==> src/rtl/led_seq_ctrl.sv <==
// LED sequencing controller: switch sync/debounce, step prescaler,
// and OFF/ON/BLINK/CHASE pattern FSM for the board LED bank.
module led_seq_ctrl #(
  parameter int TICK_DIV = 10_000_000,
  parameter int DEBOUNCE = 480_000
) (
  input  logic       clk,
  input  logic       reset,
  input  logic [3:0] s,
  output logic [2:0] led,
  output logic [1:0] mode,
  output logic       step
);

  localparam int PW = (TICK_DIV > 1) ? $clog2(TICK_DIV) : 1;
  localparam int DW = (DEBOUNCE > 1) ? $clog2(DEBOUNCE) : 1;
  localparam logic [PW-1:0] PLAST = PW'(TICK_DIV - 1);
  localparam logic [DW-1:0] DLAST = DW'(DEBOUNCE - 1);

  typedef enum logic [1:0] {
    OFF   = 2'b00,
    ON    = 2'b01,
    BLINK = 2'b10,
    CHASE = 2'b11
  } state_t;

  state_t          state;
  state_t          nstate;
  logic [3:0]      sync1;
  logic [3:0]      sync2;
  logic [3:0]      cand;
  logic [3:0]      stable;
  logic [3:0]      prev;
  logic [DW-1:0]   dcnt;
  logic [PW-1:0]   pcnt;
  logic [2:0]      scnt;
  logic [2:0]      slast;
  logic            tick;
  logic            restart;
  logic            hit;
  logic            entry;

  always_comb begin
    slast = 3'd0;
    unique case (stable[3:2])
      2'd0: slast = 3'd0;
      2'd1: slast = 3'd1;
      2'd2: slast = 3'd3;
      2'd3: slast = 3'd7;
    endcase
  end

  assign nstate  = state_t'(stable[1:0]);
  assign tick    = (pcnt == PLAST);
  assign restart = (stable != prev);
  assign hit     = tick && (scnt == slast) && !restart;
  assign entry   = (nstate != state);
  assign mode    = state;

  always_ff @(posedge clk) begin
    if (!reset) begin
      sync1  <= '0;
      sync2  <= '0;
      cand   <= '0;
      dcnt   <= '0;
      stable <= '0;
      prev   <= '0;
    end else begin
      sync1 <= s;
      sync2 <= sync1;
      prev  <= stable;
      if (sync2 != cand) begin
        cand <= sync2;
        dcnt <= '0;
      end else if (dcnt == DLAST) begin
        stable <= cand;
      end else begin
        dcnt <= dcnt + 1'b1;
      end
    end
  end

  // Any change of the accepted switches restarts step timing from zero.
  always_ff @(posedge clk) begin
    if (!reset) begin
      pcnt <= '0;
      scnt <= '0;
    end else if (restart) begin
      pcnt <= '0;
      scnt <= '0;
    end else if (tick) begin
      pcnt <= '0;
      scnt <= (scnt == slast) ? 3'd0 : scnt + 1'b1;
    end else begin
      pcnt <= pcnt + 1'b1;
    end
  end

  always_ff @(posedge clk) begin
    if (!reset) begin
      state <= OFF;
      led   <= '0;
      step  <= 1'b0;
    end else begin
      state <= nstate;
      step  <= hit;
      unique case (nstate)
        OFF: led <= 3'b000;
        ON:  led <= 3'b111;
        BLINK: begin
          if (entry)    led <= 3'b111;
          else if (hit) led <= ~led;
        end
        CHASE: begin
          if (entry)    led <= 3'b001;
          else if (hit) led <= {led[1:0], led[2]};
        end
      endcase
    end
  end

endmodule

==> config.mk <==
export PLATFORM = sky130hd
export DESIGN_NAME = led_seq_ctrl
export DESIGN_NICKNAME = d
export VERILOG_FILES = /design/src/rtl/led_seq_ctrl.sv
export SDC_FILE = /design/constraint.sdc
export NUM_CORES = 1
export LEC_CHECK = 0
export ABC_AREA = 1
export ABC_CLOCK_PERIOD_IN_PS = 2700
export CAP_MARGIN = 20
export CORE_AREA = 2 2 133 96
export DETAILED_ROUTE_END_ITERATION = 12
export DIE_AREA = 0 0 135 98
export DONT_BUFFER_PORTS = 1
export PLACE_DENSITY = 0.54
export SLEW_MARGIN = 20
export SYNTH_ARGS = -nofsm -noshare
export SYNTH_HDL_FRONTEND = slang
export SYNTH_SLANG_ARGS = --single-unit
==> constraint.sdc <==
create_clock -name clk -period 2.7 [get_ports clk]
set_clock_uncertainty 0.05 [all_clocks]
set_input_delay 0.27 -clock clk [delete_from_list [all_inputs] [get_ports clk]]
set_output_delay 0.27 -clock clk [all_outputs]
set_load 0.1 [all_outputs]
==> impl_metrics.tcl <==
set metrics [dict create \
    status "complete, no violations" \
    fin_crit_ns 1.96 \
    min_path_cells 2 \
    post-cts-setup-buffers 0 \
    cts-buffers-inserted 9 \
    crit_path_max_incr_delay_ns 0.53 \
    min_from "reset" \
    cp.required_ns 2.88 \
    placed_cell_area_um2 3660 \
    die_h_um 98 \
    power.density_nw_per_um2 557 \
    cp-start-kind "register" \
    cts.clk_slew.worst_paths_ns 0.05 \
    grt_pass1_vias 2729 \
    wl_per_cell_um 10.8 \
    crit_family "simple AND/OR/NAND/NOR gates" \
    hold_buffers 5 \
    cp_slowest_cell "dfxtp_1" \
    holdWs_ns 0.00740 \
    design_area_um2 4000 \
    hold_path_end "prev[2]" \
    syn-num-nets 495 \
    path_common_cell "nand2_2" \
    viasPerCell 4.43 \
    dpl.hpwl_mm 5.23 \
    cts_root_buf "clkbuf_16" \
    synth_edf_count 0 \
    ff2ff_path_depth 5 \
    drtPass1Iterations 4 \
    yosys_warnings 0 \
    hold_path_class "primary input to register" \
    r2r_slack_ns 0.74 \
    synthesis.instances 486 \
    post_synth_instance_area_um2 3500 \
    cts_resized 0 \
    ys_ff_latch 70 \
    core_um2 12100 \
    synthDistinctLibCells 34 \
    fillers 1292 \
    crit_path_max_fanout 23 \
    rsz0062_at_grt "false" \
    synth-async-reset-ratio_pct 0 \
    globalplace.congestion 0.918 \
    r2r_end "pcnt[2]" \
    max-slew-margin-rel_pct 37.3 \
    fin_crit_sh_pct 72.5 \
    setup_tns_ns 0 \
    cts_sinks 70 \
    synth.yosys.seq_area_share_pct 40.0 \
    io_pins 12 \
    grt_max_degree 24 \
    crit_path_cell_trace "xnor2_4, nand2_2, nor3b_4, nand2_2, nor3b_1" \
    h-tree-depth 3 \
    grt_pass1_wl_mm 12.7 \
    finalHoldViolCount 0 \
    dieArea_um2 13200 \
    cap_violations 0 \
    cts_tree "built" \
    layout.cells.non_filler 664 \
    layout_commonest_cell "nand2_1" \
    ys.flop_type "dfxtp_1" \
    path_class "register to register" \
    final_cell_mix "111 x nand2_1, 72 x inv_1, 70 x dfxtp_1" \
    place_inst 643 \
    grt.total_usage_pct 11.8 \
    routed_wl_mm 7.15 \
    final_util_pct 33.1 \
    clk_latency_ns 0.32 \
    p_leak_nw 1.55 \
    clock_path_buffers 2 \
    crit_path_end_kind "register" \
    nets 506 \
    drv_slew 0 \
    max_clock_freq_mhz 511 \
    die_x_um 135 \
    num_rows 34 \
    critPathBufInv 0 \
    ant_nets 0 \
    reg2reg_from "stable[0]" \
    vias 2939 \
    antenna_cells 0 \
    synthToLayoutAreaGrowth_pct 14.3 \
    worstMarginPinSlew_ns 0.939 \
    syn_avg_cell_area_um2 7.20 \
    cp.arrival_ns 2.14 \
    drive_gt1_share_pct 10.6 \
    ir_drop_mv 0.320 \
    antenna_found_initial 0 \
    drc 0 \
    setup_viol 0 \
    gr-total-overflow 0 \
    drt_iter0_drc 147 \
    io_buffers 0 \
    start_util_pct 29.0 \
]
## synth_stat cells, types with 4 or more instances
cell type / n / share of area [%]
nand4_1: 11 / 2.0
o21ai_0: 14 / 2.0
nand3_2: 4 / 1.1
a21oi_2: 11 / 2.8
nor3_1: 24 / 3.4
nand2_1: 111 / 12
dfxtp_1: 70 / 40
buf_6: 4 / 1.3
a21oi_1: 22 / 3.1
nor2_1: 56 / 6.0
xor2_1: 13 / 3.3
inv_1: 72 / 7.7
xnor2_1: 8 / 2.0
nand3_1: 28 / 4.0
nor2_4: 4 / 1.3
or2_2: 5 / 0.89
## worst max path at each step
stage / from / to / slack (ns) / cells past startpoint
floorplan: led[2] / led[2] / 1.04 / 5
finish: stable[0] / pcnt[2] / 0.74 / 5
global route: stable[0] / pcnt[2] / 0.60 / 5
CTS: stable[0] / pcnt[2] / 0.72 / 5
global placement: stable[0] / pcnt[2] / 0.84 / 5
detailed placement: stable[0] / pcnt[2] / 0.73 / 5
## final cells by class
| class | count | area [um^2] | area share [%] |
|---|---|---|---|
| Multi-Input combinational cell | 333 | 1750 | 43.7 |
| Sequential cell | 70 | 1400 | 35.0 |
| Inverter | 73 | 275 | 6.88 |
| Clock buffer | 13 | 270 | 6.75 |
| Tap cell | 162 | 203 | 5.07 |
| Timing Repair Buffer | 10 | 87.6 | 2.19 |
| Clock inverter | 3 | 17.5 | 0.438 |
## state kept, by name, summed over array words and instances (netlist names)
register / count
step: 1
cand: 4
dcnt: 19
sync1: 4
stable: 4
prev: 4
scnt: 3
pcnt: 24
sync2: 4
led: 3
## through the flow
step                      total power [mW]  setup WS [ns]
final                                 2.23          0.743
after global routing                  2.32          0.596
after CTS                             2.27          0.716
after detailed placement              1.13          0.733
after global placement                1.13          0.844
after floorplan                       1.13           1.04
## logic make-up (layout without fill, tap and decap cells)
| logic type | after synthesis | in the layout | share of synthesized area (%) |
|---|---|---|---|
| simple gates | 259 | 259 | 34.5 |
| buf+inv | 83 | 99 | 10.0 |
| flops | 70 | 70 | 40.0 |
| compound gates | 49 | 49 | 8.29 |
| xor+xnor | 22 | 22 | 6.04 |
| fa+ha+maj | 3 | 3 | 1.07 |
## power by group
| group | leakage [nW] | switching, mW | internal, mW |
|---|---|---|---|
| sequential | 0.567 | 0.0106 | 1.05 |
| combinational | 0.843 | 0.0365 | 0.0201 |
| clock | 0.142 | 0.422 | 0.694 |
| total | 1.55 | 0.469 | 1.76 |
## routing by layer
layer / global-route usage, % / wire, um / vias to the layer above
li1: - / - / 1560
met1: 17.5 / 3910 / 1310
met2: 16.7 / 2840 / 59
met3: 3.58 / 334 / 10
met4: 2.40 / 59 / 0
met5: 0 / 0 / -
(Power assumes the default switching activity.)
